**src/rtl/mem_burst_master.sv**
```systemverilog
// DDR2 local-interface burst initiator: splits one linear transfer command
// into BURST_MAX-aligned bursts, moving data write-FIFO -> DDR2 or
// DDR2 -> read-FIFO. Single clock domain (phy_clk).
module mem_burst_master #(
  parameter int unsigned BURST_MAX = 4,
  parameter int unsigned FIFO_AW   = 10
) (
  input  logic               phy_clk,
  input  logic               reset_phy_clk_n,
  input  logic               local_init_done,
  input  logic               cmd_valid,
  output logic               cmd_ready,
  input  logic               cmd_write,
  input  logic [23:0]        cmd_addr,
  input  logic [15:0]        cmd_beats,
  output logic               busy,
  output logic               done,
  output logic               err_unexp,
  input  logic [63:0]        wf_data,
  input  logic [FIFO_AW-1:0] wf_count,
  output logic               wf_rd,
  output logic [63:0]        rf_data,
  output logic               rf_wr,
  input  logic [FIFO_AW-1:0] rf_free,
  input  logic               local_ready,
  output logic               local_burstbegin,
  output logic [23:0]        local_address,
  output logic [3:0]         local_size,
  output logic [7:0]         local_be,
  output logic               local_write_req,
  output logic [63:0]        local_wdata,
  output logic               local_read_req,
  input  logic               local_rdata_valid,
  input  logic [63:0]        local_rdata
);

  localparam int unsigned PW = FIFO_AW + 1;  // pending-beat counter width
  localparam int unsigned CW = FIFO_AW + 5;  // width for FIFO level compares
  localparam logic [23:0] ALIGN_MASK = 24'(BURST_MAX - 1);

  typedef enum logic [1:0] {
    S_IDLE,
    S_WR,
    S_RD,
    S_DRAIN
  } state_e;

  state_e          state_q, state_d;
  logic [23:0]     addr_q, addr_d;
  logic [15:0]     rem_q, rem_d;
  logic [3:0]      wcnt_q, wcnt_d;
  logic [PW-1:0]   pend_q, pend_d;
  logic            done_q, done_d;
  logic            err_q, err_d;
  logic [63:0]     rf_data_q;
  logic            rf_wr_q;

  logic [4:0]      room;
  logic [3:0]      size_c;
  logic            cmd_acc, wr_go, rd_go, wr_acc, rd_acc;
  logic            last_beat, last_burst, ret, unexp;

  // Burst size: limited by remaining beats and the next BURST_MAX boundary
  always_comb begin
    room   = 5'(BURST_MAX) - 5'(addr_q & ALIGN_MASK);
    size_c = (rem_q < 16'(room)) ? rem_q[3:0] : room[3:0];
  end

  // Request/handshake qualifiers shared by the FSM and the datapath.
  // A write burst is launched combinationally once the FIFO holds a whole
  // burst; after its first beat is taken it continues regardless of level.
  always_comb begin
    cmd_acc    = cmd_valid & cmd_ready;
    wr_go      = (state_q == S_WR) &
                 ((wcnt_q != 4'd0) || (CW'(wf_count) >= CW'(size_c)));
    rd_go      = (state_q == S_RD) &
                 (CW'(rf_free) >= (CW'(pend_q) + CW'(size_c)));
    wr_acc     = wr_go & local_ready;
    rd_acc     = rd_go & local_ready;
    last_beat  = (wcnt_q == (size_c - 4'd1));
    last_burst = (rem_q == 16'(size_c));
    ret        = local_rdata_valid & (pend_q != '0);
    unexp      = local_rdata_valid & (pend_q == '0);
  end

  // FSM state register
  always_ff @(posedge phy_clk or negedge reset_phy_clk_n) begin
    if (!reset_phy_clk_n) state_q <= S_IDLE;
    else                  state_q <= state_d;
  end

  // FSM next-state logic
  always_comb begin
    state_d = state_q;
    unique case (state_q)
      S_IDLE:  if (cmd_acc && (cmd_beats != 16'd0)) state_d = cmd_write ? S_WR : S_RD;
      S_WR:    if (wr_acc && last_beat && last_burst) state_d = S_IDLE;
      S_RD:    if (rd_acc && last_burst) state_d = S_DRAIN;
      S_DRAIN: if (ret && (pend_q == PW'(1))) state_d = S_IDLE;
      default: state_d = S_IDLE;
    endcase
  end

  // FSM outputs: memory request signals are zero whenever no request is up
  always_comb begin
    cmd_ready        = (state_q == S_IDLE) & local_init_done;
    busy             = (state_q != S_IDLE);
    local_write_req  = wr_go;
    local_read_req   = rd_go;
    local_burstbegin = (wr_go & (wcnt_q == 4'd0)) | rd_go;
    local_address    = (wr_go | rd_go) ? addr_q : '0;
    local_size       = (wr_go | rd_go) ? size_c : '0;
    wf_rd            = wr_acc;
  end

  // Datapath next-state: address/remaining/beat/pending bookkeeping
  always_comb begin
    addr_d = addr_q;
    rem_d  = rem_q;
    wcnt_d = wcnt_q;
    done_d = 1'b0;
    err_d  = err_q | unexp;
    if (cmd_acc) begin
      addr_d = cmd_addr;
      rem_d  = cmd_beats;
      wcnt_d = '0;
      if (cmd_beats == 16'd0) done_d = 1'b1;
    end
    if (wr_acc) begin
      if (last_beat) begin
        wcnt_d = '0;
        addr_d = addr_q + 24'(size_c);
        rem_d  = rem_q - 16'(size_c);
        if (last_burst) done_d = 1'b1;
      end else begin
        wcnt_d = wcnt_q + 4'd1;
      end
    end
    if (rd_acc) begin
      addr_d = addr_q + 24'(size_c);
      rem_d  = rem_q - 16'(size_c);
    end
    // Accept and return in the same cycle net to +size-1
    pend_d = pend_q + (rd_acc ? PW'(size_c) : '0) - (ret ? PW'(1) : '0);
    if ((state_q == S_DRAIN) && ret && (pend_q == PW'(1))) done_d = 1'b1;
  end

  // Datapath registers
  always_ff @(posedge phy_clk or negedge reset_phy_clk_n) begin
    if (!reset_phy_clk_n) begin
      addr_q <= '0;
      rem_q  <= '0;
      wcnt_q <= '0;
      pend_q <= '0;
      done_q <= 1'b0;
      err_q  <= 1'b0;
    end else begin
      addr_q <= addr_d;
      rem_q  <= rem_d;
      wcnt_q <= wcnt_d;
      pend_q <= pend_d;
      done_q <= done_d;
      err_q  <= err_d;
    end
  end

  // Read return path: register returned beats into the read FIFO
  always_ff @(posedge phy_clk or negedge reset_phy_clk_n) begin
    if (!reset_phy_clk_n) begin
      rf_data_q <= '0;
      rf_wr_q   <= 1'b0;
    end else begin
      rf_wr_q <= ret;
      if (ret) rf_data_q <= local_rdata;
    end
  end

  assign done        = done_q;
  assign err_unexp   = err_q;
  assign rf_data     = rf_data_q;
  assign rf_wr       = rf_wr_q;
  assign local_be    = 8'hFF;
  assign local_wdata = wf_data;

endmodule

```
**config.mk**
```make
export PLATFORM = sky130hd
export DESIGN_NAME = mem_burst_master
export DESIGN_NICKNAME = d
export VERILOG_FILES = /design/src/rtl/mem_burst_master.sv
export SDC_FILE = /design/constraint.sdc
export NUM_CORES = 1
export LEC_CHECK = 0
export BUFFER_PORTS_ARGS = -buffer_cell sky130_fd_sc_hd__clkbuf_2
export CORE_MARGIN = 2
export CORE_UTILIZATION = 30
export CTS_BUF_LIST = sky130_fd_sc_hd__clkbuf_4
export DETAILED_ROUTE_END_ITERATION = 8
export HOLD_SLACK_MARGIN = 0.05
export SETUP_SLACK_MARGIN = 0.4
export SLEW_MARGIN = 20
export SYNTH_ARGS = -nofsm -noshare
export SYNTH_HDL_FRONTEND = slang
export SYNTH_SLANG_ARGS = --single-unit
```
**constraint.sdc**
```tcl
create_clock -name phy_clk -period 8.2 [get_ports phy_clk]
set_clock_uncertainty 0.15 [all_clocks]
set_input_delay 0.41 -clock phy_clk [delete_from_list [all_inputs] [get_ports phy_clk]]
set_output_delay 0.41 -clock phy_clk [all_outputs]
set_load 0.1 [all_outputs]
```
# Yosys cells after proc, flatten, opt, wreduce, memory -nomap -nowiden
# Cells that the tools add are included.
[classes] mux=28 addsub=8 order_cmp=3 reduce_logical=18 bitwise_logic=12 n_eq_ne=10
[ops] cell="$mux W24" n=5
[ops] cell="$mux W16" n=4
[ops] cell="$add A24 B4 Y24" n=1
[ops] cell="$mux W4" n=6
[ops] cell="$eq A16 B4 Y1" n=1
[ops] cell="$logic_not A16 Y1" n=1
[ops] cell="$lt A16 B5 Y1" n=1
[ops] cell="$reduce_bool A16 Y1" n=1
[ops] cell="$sub A16 B4 Y16" n=1
[ops] cell="$add A11 B4 Y12" n=1
[ops] cell="$ge A10 B12 Y1" n=1
[ops] cell="$add A11 B4 Y11" n=1
[ops] cell="$eq A11 B1 Y1 const B" n=1
[ops] cell="$logic_not A11 Y1" n=1
[ops] cell="$reduce_bool A11 Y1" n=1
[ops] cell="$sub A11 B1 Y11" n=1
[ops] cell="$ge A10 B4 Y1" n=1
[ops] cell="$mux W2" n=5
[ops] cell="$and A1 B1 Y1" n=9
[ops] cell="$pmux W2 S4" n=1
[ops] cell="$logic_and A1 B1 Y1" n=7
[ops] cell="$mux W1" n=7
[ops] cell="$add A4 B1 Y4 const B" n=1
[ops] cell="$eq A2 B2 Y1 const B" n=2
[ops] cell="13 further kinds" n=18
[word_totals] word_cells=88 out_inout_bits=173 inputBits=195 ff_bits=124

# Depth between registers and ports, before layout
[depth] ltp_word=11 depth_mapped=35 depth_no_buf=35

# Worst setup path after synthesis
# No wires, ideal clock.
[synth_timing] kind="register -> output" startpoint="register addr_q[0]" endpoint="output local_address[10]" n_path_buf=2 arrival_ps=7389 setup_slack_ps=251 t_required_ps=7640 stages_incl_launch_ff=26 cell_sequence="dfrtp_1 inv_1 ha_1 inv_1 ha_1 o21ai_0 o21ba_2 nand2_1 nor2_1 a21o_1 ha_1 inv_1 fa_1 nand2b_1 a21oi_1 nand2_1 xnor2_1 ha_1 nand2_1 nor3_1 a21oi_1 nor3_1 or2_2 clkbuf_1 clkbuf_1 and2_1"
[synth_via] elab_chain_len=8 elab_cells_between_ends=11
[synth_rtl] item="from (decl)" line_no="49" text="logic [23:0] addr_q, addr_d;"
[synth_rtl] item="from (signal assigned)" line_no="158" text="addr_q <= addr_d;"
[synth_rtl] item="$sub A3 B2 Y4 (*)" line_no="65" text="room = 5'(BURST_MAX) - 5'(addr_q & ALIGN_MASK);"
[synth_rtl] item="$lt A16 B5 Y1" line_no="66" text="size_c = (rem_q < 16'(room)) ? rem_q[3:0] : room[3:0];"
[synth_rtl] item="$mux W4 (*)" line_no="66"
[synth_rtl] item="$add A11 B4 Y12 (*)" line_no="77" text="(CW'(rf_free) >= (CW'(pend_q) + CW'(size_c)));"
[synth_rtl] item="$ge A10 B12 Y1 (*)" line_no="77"
[synth_rtl] item="$and A1 B1 Y1 (*)" line_no="76" text="rd_go = (state_q == S_RD) &"
[synth_rtl] item="net local_read_req" line_no="32" text="output logic local_read_req,"
[synth_rtl] item="$or A1 B1 Y1 (*)" line_no="111" text="local_address = (wr_go | rd_go) ? addr_q : '0;"
[synth_rtl] item="$mux W24 (*)" line_no="111"
[synth_rtl] item="to (decl)" line_no="27" text="output logic [23:0] local_address,"
# The timed path passes the listed nets; every way through them passes the cells marked *.

# Worst setup path in the final report
[layout_timing] startpoint="register addr_q[0]" endpoint="register pend_q[10]"
[layout_via] elab_chain_len=10
[layout_rtl] item="$sub A3 B2 Y4 (*)" line_no="65"
[layout_rtl] item="$lt A16 B5 Y1" line_no="66"
[layout_rtl] item="$mux W4 (*)" line_no="66"
[layout_rtl] item="$add A11 B4 Y12" line_no="77"
[layout_rtl] item="$ge A10 B12 Y1" line_no="77"
[layout_rtl] item="$and A1 B1 Y1" line_no="76"
[layout_rtl] item="$and A1 B1 Y1" line_no="79" text="rd_acc = rd_go & local_ready;"
[layout_rtl] item="$mux W4 (*)" line_no="144" text="pend_d = pend_q + (rd_acc ? PW'(size_c) : '0) - (ret ? PW'(1) : '0);"
[layout_rtl] item="$add A11 B4 Y11 (*)" line_no="144"
[layout_rtl] item="$sub A11 B1 Y11 (*)" line_no="144"
[layout_rtl] item="net pend_d[10]" line_no="52" text="logic [PW-1:0] pend_q, pend_d;"
[layout_rtl] item="to (signal assigned)" line_no="161" text="pend_q <= pend_d;"
[layout_rtl] item="to (decl)" line_no="52"
# Marks and branches as above.
# A chain may end at the register's enable or synchronous reset.

==> impl_results.md <==
- Peak fanout along the critical path: 8
- DR vias: 7326
- Largest net degree at the start of global routing: 71
- Worst Path Arrival: between 7000 and 8000 ps
- Main area contributors after synthesis: dfrtp_1, nand2_1, ha_1, buf_4, and2_1
- DIE AREA: around 28000 um2
- Max-cap viol count: 0
- Root Buffer: clkbuf_4
- Achievable Freq: around 140 MHz
- H-tree depth: 4
- Final instance area: roughly 10000 um2
- Ys async rst share: 100%
- Clk Latency, worst-skew pair: about 550 ps
- Area growth from synthesis to layout: 29.2%
- Critical Path Most Common Cell: ha_1
- Fin crit period: 7280 ps
- Period Utilization, post-route: about nine tenths
- Post-DP HPWL: roughly 16000 um
- Final setup violation count: 0
- CP startpoint kind: flip-flop
- Core Area: between 20000 and 30000 um2
- Yosys warns: 0
- Drt first pass iters: 5
- Busiest metal layer after global routing: met2
- Status: finished, final reports clean
- Worst vdd ir: between 0.0004 and 0.0005 V
- Most frequent cell after synthesis: nand2_1
- Crit-path slowest cell: dfrtp_2
- Clock sinks: about 120
- Final ANT Viol Nets: 0
- Synth area leader: dfrtp_1
- Drt via density: about 4.8
- TritonCTS clock tree: yes
- Vias in the first global route: ~7300
- Layout cell share with drive strength beyond 1: between 20 and 25%
- Final net count: between 1000 and 1500
- Synth cell types: between 60 and 70
- Slew HR: 27.4%
- Die Height: around 170 um
- M3 GR Usage: between 4 and 5%
- Hold WC Path Type: in -> reg
- Max clock buf depth: 2
- Worst Path Required: 8470 ps
- DP Worst Slack: a little over 600 ps
- Met1 track demand over resource: between 20% and 30%
- Post-synth EDFFs: 0
- Non-filler instance count after layout: roughly 1500
- Antenna violations before repair: 1
- Reg clk slew, reported paths: ~160 ps
- RSZ-0062 raised after global routing: no
- Leak: about 0.0052 uW
- Worst Tran Pin Value: between 1000 and 1500 ps
- Initial Util: between 30 and 40%
- Final Hold Fails: 0
- Met2 usage in global routing: between 20% and 30%
- GRT overflow: 0
- Seq/Total Area, Yosys: just under 40%
- Worst path bufs/invs: 5
- Family with the most delay on the worst path: adder cells
- Synth Flop Type: dfrtp_1
- Placer Congestion: approximately 0.8
- Ports: approximately 370
- Cell Area, Placed: ~8900 um2
- Worst Hold Depth: 4
- Setup crit end kind: flip-flop
- Die Wd: about 170 um
- CP peak stage delay: 460 ps
- Crit Path Class: reg -> reg
- Synth cell count leaders: nand2_1, dfrtp_1, buf_4
- Setup_tns: 0 ps
- Syn Std Cell Area: around 8000 um2
- Iteration-0 DRC Markers: 380
- DRC violations left: 0
- Syn Inst Count: about 920
- WL final: around 23000 um
- Power Dens Cells: about 380 nW/um2
- Critical path depth: 34
- Post-DR wirelength/cell: between 10 and 15 um
- Reg2Reg Depth: 34
- Mean Syn Cell Area: roughly 8.6 um2
- Final Worst Setup Slack: between 900 and 1000 ps
- Port Buffers: 230
- Gr usage total: 16.3%
- Final Max Slew Viols: 0
- First-pass GRT wire length: about 37000 um
- Placed cell count: roughly 1400
- Synth top area share: 39.1%
- Row Count: between 50 and 60
- #FFs+latches synth: approximately 120
- Inserted Clock Buffers: 17
sequential cells by signal (all words and copies together), names as in the netlist:
register / cells
done: 1
wcnt_q: 4
rf_data: 64
addr_q: 24
rem_q: 16
state_q: 2
rf_wr: 1
err_unexp: 1
pend_q: 11
layer usage:
| metal | wire [um] | part of all wire, % | vias up |
|---|---|---|---|
| li1 | - | - | 3566 |
| met1 | 9770 | 43 | 3438 |
| met2 | 10600 | 47 | 273 |
| met3 | 1520 | 6.7 | 49 |
| met4 | 648 | 2.9 | 0 |
| met5 | 0 | 0 | - |
what timing repair did:
action                     4_1_cts  5_1_grt
hold buffers                   107        0
hold endpoints to repair       161        0
resized for setup                0        2
setup buffers                    0        1
setup endpoints to repair        0        2
cells by family (layout without fill, tap and decap cells):
logic type      after synthesis  in the layout  synth area share (%)
buf+inv                     156            425                  11.3
simple gates                397            397                  22.9
mux                           7              7                 0.915
fa+ha+maj                    59             59                  9.68
other cells                   2             14                0.0947
xor+xnor                     24             24                  2.65
flops                       124            124                  39.1
compound gates              149            149                  13.3
worst register-to-register path: cells and delay by family, from the launching register on:
kind,cells,cell delay (ps)
and+or+nand+nor,9,1400
DFF,1,460
AOI/OAI and AO/OA,11,2310
xor gates and xnor gates,1,130
buffers and inverters,5,310
adders and majority gates,8,2400
layout make-up:
type | count | area, um2
clock buffer | 18 | 135
sequential | 124 | 3100
clock inverter | 14 | 138
fill | 2599 | 15700
multi-input combinational | 649 | 4000
antenna | 1 | 2.50
inverter | 50 | 188
tap | 335 | 419
timing repair buffer | 343 | 2270
path summary, 6_finish.rpt:
path	from	end	slack [ps]
min	local_ready	state_q[0]	130
max in group asynchronous	reset_phy_clk_n	rf_data[36]	6150
min reg2reg	rf_data[47]	rf_data[47]	340
max	addr_q[0]	pend_q[10]	920
max reg2reg	addr_q[0]	pend_q[10]	920
min in group asynchronous	reset_phy_clk_n	addr_q[1]	290
placed cells by master (no fill, tap or decap), drive strengths merged, types with 20 or more instances in the layout:
cell	synthesis	routed
inv	50	55
dlygate4sd3	0	107
nor2	46	46
nor3	24	24
o21ai	20	20
dfrtp	124	124
a21oi	37	37
nand2	227	227
and2	32	32
ha	55	55
clkbuf	22	247
stage by stage:
stage	power (uW)	utilization, %	hold slack [ps]
after floorplan	3110	-	-35.6
after global placement	3380	34.2	306
after detailed placement	3420	34.2	311
after CTS	3920	39.4	99.8
after global routing	4190	39.5	88.7
final	3900	39.5	132
power breakdown:
| part | leakage (uW) | switching [uW] | internal (uW) |
|---|---|---|---|
| logic | 0.00364 | 1720 | 746 |
| clock network | 0.000138 | 281 | 160 |
| registers | 0.00147 | 201 | 785 |
No activity file was read; power rests on OpenSTA's default activity.
